<file path="src/rtl/spi_game_pkg.sv">
// Shared types and constants for the SPI game-data receiver.
package spi_game_pkg;

  typedef enum logic [1:0] {
    IDLE   = 2'd0,
    ACTIVE = 2'd1,
    DONE   = 2'd2
  } state_t;

  localparam int B_GAME_STATUS = 0;
  localparam int B_JUMP        = 1;
  localparam int B_ACC         = 2;

  localparam logic [7:0] TRAILER_DEFAULT = 8'hA5;

endpackage

</file>
<file path="src/rtl/spi_game_rx_sync_edge.sv">
// Multi-flop synchronizer for one asynchronous SPI pin, with single-cycle
// rise/fall pulses derived from one extra history flop.
module spi_sync_edge #(
  parameter int SYNC_STAGES = 2
) (
  input  logic clk,
  input  logic rst_n,
  input  logic din,
  output logic level,
  output logic rise,
  output logic fall
);

  logic [SYNC_STAGES-1:0] chain;
  logic                   prev;

  // Resetting to 0 means a pin already low at reset release produces no fall edge.
  always_ff @(posedge clk) begin
    if (!rst_n) begin
      chain <= '0;
      prev  <= 1'b0;
    end else begin
      chain <= {chain[SYNC_STAGES-2:0], din};
      prev  <= chain[SYNC_STAGES-1];
    end
  end

  assign level = chain[SYNC_STAGES-1];
  assign rise  = level & ~prev;
  assign fall  = ~level & prev;

endmodule

</file>
<file path="src/rtl/spi_game_rx.sv">
// SPI mode-0 slave oversampled in the LCD clock domain; receives a fixed-length
// game frame and commits it atomically to the display controller inputs.
module spi_game_rx
  import spi_game_pkg::*;
#(
  parameter int          N_BYTES     = 3,
  parameter int          SYNC_STAGES = 2,
  parameter logic [7:0]  TRAILER     = TRAILER_DEFAULT
) (
  input  logic       iCLK,
  input  logic       iRST_n,
  input  logic       iSPI_SCK,
  input  logic       iSPI_CS_n,
  input  logic       iSPI_MOSI,
  output logic       oSPI_MISO,
  output logic       oSPI_MISO_oe,
  input  logic [7:0] iTX_status,
  output logic [7:0] oSPI_game_status,
  output logic [7:0] oSPI_jump,
  output logic [7:0] oSPI_acc,
  output logic       oFrame_valid,
  output logic       oFrame_err,
  output logic [7:0] oFrame_cnt
);

  localparam int                BC_W    = $clog2(N_BYTES + 2);
  localparam logic [BC_W-1:0]   BC_LAST = BC_W'(N_BYTES);
  localparam logic [BC_W-1:0]   BC_SAT  = BC_W'(N_BYTES + 1);

  logic sck_lvl, sck_rise, sck_fall;
  logic cs_lvl, cs_rise, cs_fall;
  logic mosi_lvl, mosi_rise, mosi_fall;
  logic unused;

  spi_sync_edge #(.SYNC_STAGES(SYNC_STAGES)) u_sck (
    .clk(iCLK), .rst_n(iRST_n), .din(iSPI_SCK),
    .level(sck_lvl), .rise(sck_rise), .fall(sck_fall)
  );

  spi_sync_edge #(.SYNC_STAGES(SYNC_STAGES)) u_cs (
    .clk(iCLK), .rst_n(iRST_n), .din(iSPI_CS_n),
    .level(cs_lvl), .rise(cs_rise), .fall(cs_fall)
  );

  spi_sync_edge #(.SYNC_STAGES(SYNC_STAGES)) u_mosi (
    .clk(iCLK), .rst_n(iRST_n), .din(iSPI_MOSI),
    .level(mosi_lvl), .rise(mosi_rise), .fall(mosi_fall)
  );

  assign unused = ^{sck_lvl, cs_lvl, mosi_rise, mosi_fall};

  state_t          state;
  logic [2:0]      bit_cnt;
  logic [BC_W-1:0] byte_cnt;
  logic [7:0]      rx_shift;
  logic [7:0]      tx_shift;
  logic [7:0]      shadow [N_BYTES];
  logic            cs_pend;
  logic [7:0]      rx_byte;

  assign rx_byte = {rx_shift[6:0], mosi_lvl};

  // Frame FSM, shift registers and atomic commit of the shadow bytes.
  always_ff @(posedge iCLK) begin
    if (!iRST_n) begin
      state            <= IDLE;
      bit_cnt          <= 3'd0;
      byte_cnt         <= '0;
      rx_shift         <= 8'h00;
      tx_shift         <= 8'h00;
      cs_pend          <= 1'b0;
      for (int i = 0; i < N_BYTES; i++) shadow[i] <= 8'h00;
      oSPI_MISO        <= 1'b0;
      oSPI_MISO_oe     <= 1'b0;
      oSPI_game_status <= 8'h00;
      oSPI_jump        <= 8'h00;
      oSPI_acc         <= 8'h00;
      oFrame_valid     <= 1'b0;
      oFrame_err       <= 1'b0;
      oFrame_cnt       <= 8'h00;
    end else begin
      oFrame_valid <= 1'b0;
      oFrame_err   <= 1'b0;
      case (state)
        IDLE: begin
          cs_pend <= 1'b0;
          if (cs_fall || cs_pend) begin
            state        <= ACTIVE;
            bit_cnt      <= 3'd0;
            byte_cnt     <= '0;
            tx_shift     <= iTX_status;
            oSPI_MISO    <= iTX_status[7];
            oSPI_MISO_oe <= 1'b1;
          end
        end
        ACTIVE: begin
          if (cs_rise) begin
            // CS release takes priority over any SCK edge seen in the same cycle.
            state        <= DONE;
            oSPI_MISO    <= 1'b0;
            oSPI_MISO_oe <= 1'b0;
          end else if (sck_rise) begin
            rx_shift <= rx_byte;
            bit_cnt  <= bit_cnt + 3'd1;
            if (bit_cnt == 3'd7) begin
              for (int i = 0; i < N_BYTES; i++) begin
                if (byte_cnt == BC_W'(i)) shadow[i] <= rx_byte;
              end
              if (byte_cnt != BC_SAT) byte_cnt <= byte_cnt + BC_W'(1);
              tx_shift <= (byte_cnt == BC_W'(B_JUMP - 1)) ? oFrame_cnt : TRAILER;
            end
          end else if (sck_fall) begin
            // On a byte boundary the freshly loaded byte's MSB goes out unshifted.
            if (bit_cnt == 3'd0) begin
              oSPI_MISO <= tx_shift[7];
            end else begin
              tx_shift  <= {tx_shift[6:0], 1'b0};
              oSPI_MISO <= tx_shift[6];
            end
          end
        end
        DONE: begin
          cs_pend <= cs_fall;
          state   <= IDLE;
          if (byte_cnt == BC_LAST && bit_cnt == 3'd0) begin
            oSPI_game_status <= shadow[B_GAME_STATUS];
            oSPI_jump        <= shadow[B_JUMP];
            oSPI_acc         <= shadow[B_ACC];
            oFrame_valid     <= 1'b1;
            oFrame_cnt       <= oFrame_cnt + 8'd1;
          end else begin
            oFrame_err <= 1'b1;
          end
        end
        default: state <= IDLE;
      endcase
    end
  end

endmodule

</file>
<file path="config.mk">
export PLATFORM = sky130hd
export DESIGN_NAME = spi_game_rx
export DESIGN_NICKNAME = d
export VERILOG_FILES = /design/src/rtl/spi_game_pkg.sv /design/src/rtl/spi_game_rx_sync_edge.sv /design/src/rtl/spi_game_rx.sv
export SDC_FILE = /design/constraint.sdc
export NUM_CORES = 1
export LEC_CHECK = 0
export ABC_CLOCK_PERIOD_IN_PS = 2850
export CELL_PAD_IN_SITES_DETAIL_PLACEMENT = 1
export CELL_PAD_IN_SITES_GLOBAL_PLACEMENT = 1
export CORE_UTILIZATION = 30
export CTS_CLUSTER_DIAMETER = 120
export DETAILED_ROUTE_END_ITERATION = 8
export GPL_TIMING_DRIVEN = 0
export PLACE_DENSITY_LB_ADDON = 0.1
export SYNTH_ARGS = -nofsm -noshare
export SYNTH_HDL_FRONTEND = slang
export SYNTH_SLANG_ARGS = --single-unit
</file>
<file path="constraint.sdc">
create_clock -name iCLK -period 2.85 [get_ports iCLK]
set_input_delay 0.7125 -clock iCLK [delete_from_list [all_inputs] [get_ports iCLK]]
set_output_delay 0.7125 -clock iCLK [all_outputs]
set_load 0.005 [all_outputs]
</file>
==> results.toml, run 1 <==
[hold_path]
whs_path_depth = 1
hold_path.class = "reg2reg"

[place]
place_area_um2 = 4500
port_buffers = 48
place.gp.congestion = 0.728
hpwl_um = 6900

[critical_path]
r2r_slack_ns = 0.64
critPathCaptureType = "flip-flop"
r2r-start = "u_sck.prev"
arrival_ns = 2.55
start_kind = "primary input"
worstPathMaxFanout = 10
crit_top_cell = "clkbuf_1"
critPathCapture = "oFrame_cnt[7]"
timing.rr.end = "shadow[0][4]"
cp-startpoint = "iRST_n"
cpMaxStageDelayCell = "clkbuf_1"
cp.required_ns = 3.06
reg2reg_depth = 6
cp_cell_sequence = "clkdlybuf4s50_1, inv_1, clkbuf_1, clkbuf_1, nor2_1"
path_class = "in2reg"
max_stage_delay_ns = 0.52

[synth]
synth-seq-cells = 92
synth_area_leaders = "dfxtp_1 36%, edfxtp_1 19%, nand2_1 8.2%"
synth_seq_area_share_pct = 54.8
synth_ff_type = "dfxtp_1"
synthesis.nets = 413
syn_area_per_cell_um2 = 9.77
yosysTopAreaCellShare_pct = 35.8
syn-instance-count = 389
synthDistinctLibCells = 48
synth_largest_area_cell = "dfxtp_1"
synth-edff-count = 24
ys_top_cells_by_count = "83 x nand2_1, 68 x dfxtp_1, 40 x a21oi_1"
synth.most_common_cell = "nand2_1"
yosys_warnings = 0
synthArstFlopShare_pct = 0
syn-cell-area_um2 = 3800

[cts]
cts_buffers = 9
clk_path_buf_depth = 2
cts-root-buf = "clkbuf_16"
cts-resized-gates = 0
cts_tree = "done"
hold_buffers = 0
post_cts_buffers = 0
worstSkewPairLatency_ns = 0.35
cts_sinks = 92
clkTransAtPathRegs_ns = 0.07
htreeDepth = 3

[pwr]
clock_power_share_pct = 46.0
pwr-share-comb_pct = 4.0
p_sw_share_pct = 22.5
pwr_density_cell_nw_per_um2 = 568
p_seq_share_pct = 50.0
leakage_nw = 1.63
cell_internal_pwr_mw = 2.12
switchingPower_mw = 0.616
max-vdd-ir-drop_uv = 223

[die]
dieArea_um2 = 13100
initial_core_util_pct = 31.2
num_rows = 40
fp.dieW_um = 115
core-area_um2 = 12200
ios = 49
die_h_um = 115

[detailed_routing]
vias_per_cell = 4.62
drc = 0
routed_wl_um = 9520
final_antenna_net_count = 0
drtIter0Drc = 126
vias = 2871
avgRoutedWirePerCell_um = 15.3
firstDrtPassIters = 4

[timing]
drv_slew = 0
worst_pin_slew_ns = 0.587
tns_ns = 0
slew_headroom_pct = 60.8
post-route-min-period_ns = 2.34
skew_ns = 0.00532
rsz0062_at_grt = "false"
whs_ns = 0.435
hold_viol_final = 0
setup_viol = 0
period_share_pct = 82.1
fmax_mhz = 428

[final_layout]
area_growth_pct = 26.6
nets = 473
diodes = 0
finalInstanceArea_um2 = 4810
drive_above_1_share_pct = 8.81

[job]
maxCapViolCount = 0

[status]
status = "finished, final reports clean"

[global_routing]
grt_pass1_vias = 2930
grt_pass1_wl_um = 15500
grt_start_max_net_pins = 17
overflow = 0
antenna_found_initial = 0
track_usage_pct = 15.8
[worst max-delay path, delay by kind of cell]
family,cells,cell delay [ns]
buffers and inverters,4,1.72
and+or+nand+nor,1,0.12
[how the worst min path moves through the flow]
stage | startpoint | to | slack, ns
after CTS | u_sck.chain[0] | u_sck.chain[1] | 0.44
final | u_sck.chain[0] | u_sck.chain[1] | 0.44
after global placement | u_mosi.chain[0] | u_mosi.chain[1] | 0.42
after floorplan | u_cs.chain[0] | u_cs.chain[1] | 0.41
after detailed placement | u_sck.chain[0] | u_sck.chain[1] | 0.43
after global routing | u_mosi.chain[0] | u_mosi.chain[1] | 0.46
[power groups by stage]
stage | Clock (mW) | Sequential (mW) | Combinational [mW]
finish | 1.26 | 1.37 | 0.109
global route | 1.33 | 1.37 | 0.120
CTS | 1.28 | 1.37 | 0.111
detailed placement | 0 | 1.40 | 0.110
global placement | 0 | 1.40 | 0.107
floorplan | 0 | 1.39 | 0.0633
[sequential cells by signal, summed over array words and instances (netlist names), 3 cells and up]
signal	count
byte_cnt	3
rx_shift	7
oSPI_game_status	8
oSPI_acc	8
bit_cnt	3
tx_shift	8
oSPI_jump	8
oFrame_cnt	8
shadow	24
[metrics by stage]
step / worst slack, ns / power [mW] / utilization [%] / instances
after CTS: 0.485 / 2.76 / 39.6 / 622
after global routing: 0.312 / 2.82 / 39.6 / 622
after floorplan: 0.713 / 1.46 / - / 389
final: 0.511 / 2.73 / 39.6 / 622
after global placement: -0.325 / 1.50 / 36.9 / 605
after detailed placement: 0.128 / 1.51 / 37.0 / 606
[cells by family (layout without fill, tap and decap cells)]
group	count (synthesis)	count (layout)	share of synthesized area, %
adder cells (fa/ha/maj)	11	11	3.62
flip-flops	92	92	54.8
XOR/XNOR	7	7	1.61
AO/OA/AOI/OAI	70	70	12.0
AND/OR/NAND/NOR	159	159	20.1
multiplexers	11	11	2.93
buffers and inverters	39	104	4.91
[cells in the final DEF, fill, tap and decap left out, drive strengths merged, types with 6 or more instances in the layout]
master	instances
mux2i	10
xnor2	7
nand2b	6
clkdlybuf4s50	48
nand3	7
ha	11
nor2b	7
dfxtp	68
clkbuf	19
nor2	15
edfxtp	24
inv	20
and2	17
nand2	83
a21oi	40
buf	13
[final cells by class]
class | count | area [µm²]
clock inverter | 6 | 70.1
inverter | 18 | 67.6
sequential | 92 | 2080
timing repair buffer | 49 | 488
buffer | 21 | 119
clock buffer | 10 | 239
fill | 1381 | 7350
tap | 168 | 210
multi-input combinational | 258 | 1540
[per-layer routing]
layer	wire length (µm)	global-route usage [%]	vias to the layer above	share of wire (%)
met4	127	5.45	0	1.3
met3	263	3.81	10	2.8
met2	4310	24.6	37	45
met5	0	0	-	0
met1	4820	21.5	1377	51
li1	-	-	1447	-
Note: power is estimated with default switching activity, not from simulation.
==> run 2: changes to the inputs <==
Settings changed: ABC_CLOCK_PERIOD_IN_PS 2850 to 2300.
Clock period 2.85 ns to 2.3 ns, I/O delays scaled along.
==> run 2 against run 1 <==
  * Combinational power increased by 24%
  * Final cell count unchanged
  * Hold slack unchanged
  * Critical path depth unchanged
  * Critical endpoint is now shadow[0][4]
==> results.toml, run 2 (same netlist as run 1, synthesis figures left out) <==
[cts]
cts_buffers = 9
clkTransAtPathRegs_ns = 0.07
cts_tree = "done"
post_cts_buffers = 0
clk_path_buf_depth = 2
cts_sinks = 92
worstSkewPairLatency_ns = 0.35
cts-root-buf = "clkbuf_16"
htreeDepth = 3

[detailed_routing]
firstDrtPassIters = 4
drc = 0
vias_per_cell = 4.61
drtIter0Drc = 126
avgRoutedWirePerCell_um = 15.3
final_antenna_net_count = 0
routed_wl_um = 9530
vias = 2870

[global_routing]
overflow = 0
antenna_found_initial = 0
grt_pass1_wl_um = 15500
grt_start_max_net_pins = 17
track_usage_pct = 15.8
grt_pass1_vias = 2930

[timing]
setup_slack_ns = 0.251
rsz0062_at_grt = "false"
slew_headroom_pct = 61.3
fmax_mhz = 488
worst_pin_slew_ns = 0.580
post-route-min-period_ns = 2.05
hold_viol_final = 0
drv_slew = 0
skew_ns = 0.00542
period_share_pct = 89.1
setup_viol = 0

[final_layout]
nFillCells = 1380
finalInstanceArea_um2 = 4820
fin_cells = 622
largest_register_ffs = 24
final_cell_mix = "83 x nand2_1, 68 x dfxtp_1, 48 x clkdlybuf4s50_1"
top_register = "shadow"
multi_input_area_um2 = 1540
nets = 473
final_util_pct = 39.6
mostFrequentLayoutCell = "nand2_1"
area_growth_pct = 26.8
drive_above_1_share_pct = 9.25
register_area_um2 = 2080
diodes = 0

[critical_path]
r2r_slack_ns = 0.25
start_kind = "flip-flop"
critPathCapture = "shadow[0][4]"
r2r-start = "state[0]"
cp_cell_sequence = "buf_6, nor2b_1, nand3_2, o31ai_2, buf_4"
path_class = "reg2reg"
max_stage_delay_ns = 0.40
critPathCaptureType = "flip-flop"
timing.rr.end = "shadow[0][4]"
reg2reg_depth = 5
arrival_ns = 2.10
cp-startpoint = "state[0]"
cpLargestDelayFamily = "simple AND/OR/NAND/NOR gates"
worstPathMaxFanout = 10
critical_path_buf_inv_count = 2
cp.required_ns = 2.35
cpMaxStageDelayCell = "nor2b_1"
cp.depth = 5

[place]
place.gp.congestion = 0.728
place_area_um2 = 4500
hpwl_um = 6900
place_inst = 606
place_ws_ns = -0.285
port_buffers = 48

[die]
die_h_um = 115
ios = 49
num_rows = 40
fp.dieW_um = 115
core-area_um2 = 12200
dieArea_um2 = 13100
initial_core_util_pct = 31.2

[hold_path]
hold_path.class = "reg2reg"
whs_path_depth = 1

[job]
maxCapViolCount = 0

[pwr]
leakage_nw = 1.63
max-vdd-ir-drop_uv = 276
pwr_density_cell_nw_per_um2 = 703
total_power_mw = 3.38

[status]
status = "finished, final reports clean"
==> run 2: power breakdown <==
part	total (mW)	switching (mW)	leakage, nW	internal [mW]
registers	1.69	0.0104	0.797	1.68
logic	0.135	0.0789	0.689	0.0563
clock network	1.56	0.674	0.147	0.882
total	3.38	0.763	1.63	2.62
==> run 2: per-stage QoR <==
stage / hold slack, ns / TNS [ns]
3_3_place_gp: 0.417 / -10.76
5_1_grt: 0.457 / 0
6_report: 0.435 / 0
4_1_cts: 0.440 / 0
3_5_place_dp: 0.428 / -4.66
2_1_floorplan: 0.412 / 0
==> run 2: per-layer routing <==
metal / track usage (%) / part of all wire [%] / up-vias
li1: - / - / 1447
met1: 21.5 / 50 / 1376
met2: 24.6 / 45 / 37
met3: 3.81 / 2.8 / 10
met4: 5.45 / 1.3 / 0
met5: 0 / 0 / -
==> run 2: worst min path at each step <==
stage / from / endpoint / slack (ns)
final: u_sck.chain[0] / u_sck.chain[1] / 0.44
after global routing: u_mosi.chain[0] / u_mosi.chain[1] / 0.46
after CTS: u_sck.chain[0] / u_sck.chain[1] / 0.44
after detailed placement: u_sck.chain[0] / u_sck.chain[1] / 0.43
after global placement: u_mosi.chain[0] / u_mosi.chain[1] / 0.42
after floorplan: u_cs.chain[0] / u_cs.chain[1] / 0.41
==> run 2: final cells by class <==
| cell class | instances | area share (%) |
|---|---|---|
| inverters | 18 | 1.40 |
| plain buffers | 21 | 2.49 |
| repair buffers | 49 | 10.1 |
| clock inverters | 6 | 1.45 |
| multi-input cells | 258 | 32.0 |
| well taps | 168 | 4.36 |
| clock buffers | 10 | 4.96 |
| flip-flops and latches | 92 | 43.2 |
==> run 2: worst reg2reg max path: cells and delay by family, from the launching register on <==
kind	cells	cell delay [ns]
simple gates	2	0.71
buf+inv	2	0.38
flops	1	0.35
compound gates	1	0.30
==> run 2: timing repair <==
item                       4_1_cts  5_1_grt
setup endpoints to repair        0       18
resized for setup                0        3
hold buffers                     0        0
==> run 3: changes to the inputs <==
Settings changed: CORE_ASPECT_RATIO set to 0.8, MAX_ROUTING_LAYER set to met4.
==> run 3 against run 2 <==
  * Power rose by 1.9%
  * Wire length barely moved
  * First-iteration DRC count fell by 14%
  * Sequential share of layout area fell by 0.37 points
  * Die area barely moved
  * Final cell count rose by 0.48%
  * Clock skew rose by 0.00059 ns
  * Clock power rose by 4%
  * Critical path depth fell by 2
  * Flip-flop and latch count did not move
  * Setup slack got worse by 0.019 ns
==> results.toml, run 3 (same netlist as run 1, synthesis figures left out) <==
[final_layout]
top_register = "shadow"
drive_above_1_share_pct = 9.03
fin_cells = 625
diodes = 0
final_cell_mix = "83 x nand2_1, 68 x dfxtp_1, 48 x clkdlybuf4s50_1"
area_growth_pct = 27.9
largest_register_ffs = 24
nets = 473
mostFrequentLayoutCell = "nand2_1"

[global_routing]
grt_start_max_net_pins = 16
grt_pass1_wl_um = 15300
overflow = 0
track_usage_pct = 16.1
grt_pass1_vias = 2829
antenna_found_initial = 0

[timing]
slew_headroom_pct = 58.4
post-route-min-period_ns = 2.07
rsz0062_at_grt = "false"
setup_viol = 0
drv_slew = 0
hold_viol_final = 0
period_share_pct = 89.9
skew_ns = 0.00601
worst_pin_slew_ns = 0.625
fmax_mhz = 484

[detailed_routing]
vias_per_cell = 4.59
vias = 2871
routed_wl_um = 9540
drtIter0Drc = 108
drc = 0
firstDrtPassIters = 4
avgRoutedWirePerCell_um = 15.3
final_antenna_net_count = 0

[die]
dieArea_um2 = 13100
ios = 49
core-area_um2 = 12300
fp.dieW_um = 128
initial_core_util_pct = 31.0
die_h_um = 103
num_rows = 36

[place]
place.gp.congestion = 0.760
hpwl_um = 6960
port_buffers = 48
place_inst = 608

[cts]
clk_path_buf_depth = 2
cts_tree = "done"
hold_buffers = 0
cts_buffers = 9
htreeDepth = 3
cts-root-buf = "clkbuf_16"
cts_sinks = 92
worstSkewPairLatency_ns = 0.34
clkTransAtPathRegs_ns = 0.07

[critical_path]
critPathCaptureType = "flip-flop"
arrival_ns = 2.04
r2r_slack_ns = 0.31
cp.required_ns = 2.28
start_kind = "primary input"
worstPathMaxFanout = 10
path_class = "in2reg"

[pwr]
leakage_nw = 1.65
max-vdd-ir-drop_uv = 345
total_power_mw = 3.45
pwr_density_cell_nw_per_um2 = 710

[hold_path]
hold_path.class = "reg2reg"

[job]
maxCapViolCount = 0

[status]
status = "finished, final reports clean"
[run 3: changes by cell type in the layout (fill, tap and decap cells not counted)]
cell / change
buf_12: +1
buf_4: -1
bufinv_16: +1
clkinv_1: +1
clkinv_4: +1
clkinvlp_4: -2
inv_8: -1
o31ai_2: -1
o31ai_4: +1
[run 3: final timing paths]
kind                   startpoint         endpoint  cells after the start
hold / removal    u_mosi.chain[0]  u_mosi.chain[1]                      1
setup reg to reg       u_sck.prev     shadow[1][0]                      6
hold reg to reg   u_mosi.chain[0]  u_mosi.chain[1]                      1
setup / recovery           iRST_n     shadow[1][0]                      3
[run 3: power by group]
group	internal [mW]	switching (mW)	total (mW)	leakage (nW)
clock network	0.983	0.636	1.62	0.160
logic	0.0590	0.0791	0.138	0.694
registers	1.68	0.00964	1.69	0.797
total	2.72	0.724	3.45	1.65
[run 3: critical path: stages]
cell             delay [ns]
clkdlybuf4s50_1        0.56
clkbuf_1               0.46
nand2_1                0.44
[run 3: cell type report]
cell class,instances,area (µm²)
flip-flops and latches,92,2080
inverters,18,67.6
well taps,171,214
multi-input cells,258,1550
repair buffers,49,500
fillers,1397,7390
clock buffers,10,239
plain buffers,21,120
clock inverters,6,86.3
[run 3: timing repair]
| action | in CTS | in global routing |
|---|---|---|
| gates resized for setup | 2 | 3 |
| endpoints found under the setup margin | 8 | 18 |
| buffers inserted | 1 | 0 |
| pin swaps | 1 | 0 |
[run 3: stage by stage]
step	setup WS (ns)	utilization [%]	setup TNS, ns	cell area [µm²]	hold WS, ns
floorplan	0.163	-	0	3800	0.412
global placement	-0.659	36.7	-9.76	4490	0.416
detailed placement	-0.602	36.7	-9.60	4490	0.421
CTS	0.0452	39.6	0	4850	0.438
global route	0.0875	39.7	0	4860	0.458
finish	0.232	39.7	0	4860	0.435
[run 3: routing by layer]
layer	wire length (µm)	global-route usage (%)	up-vias
met4	110	4.34	0
li1	-	-	1445
met3	307	3.84	9
met1	5000	21.4	1373
met5	0	-	-
met2	4120	24.5	44
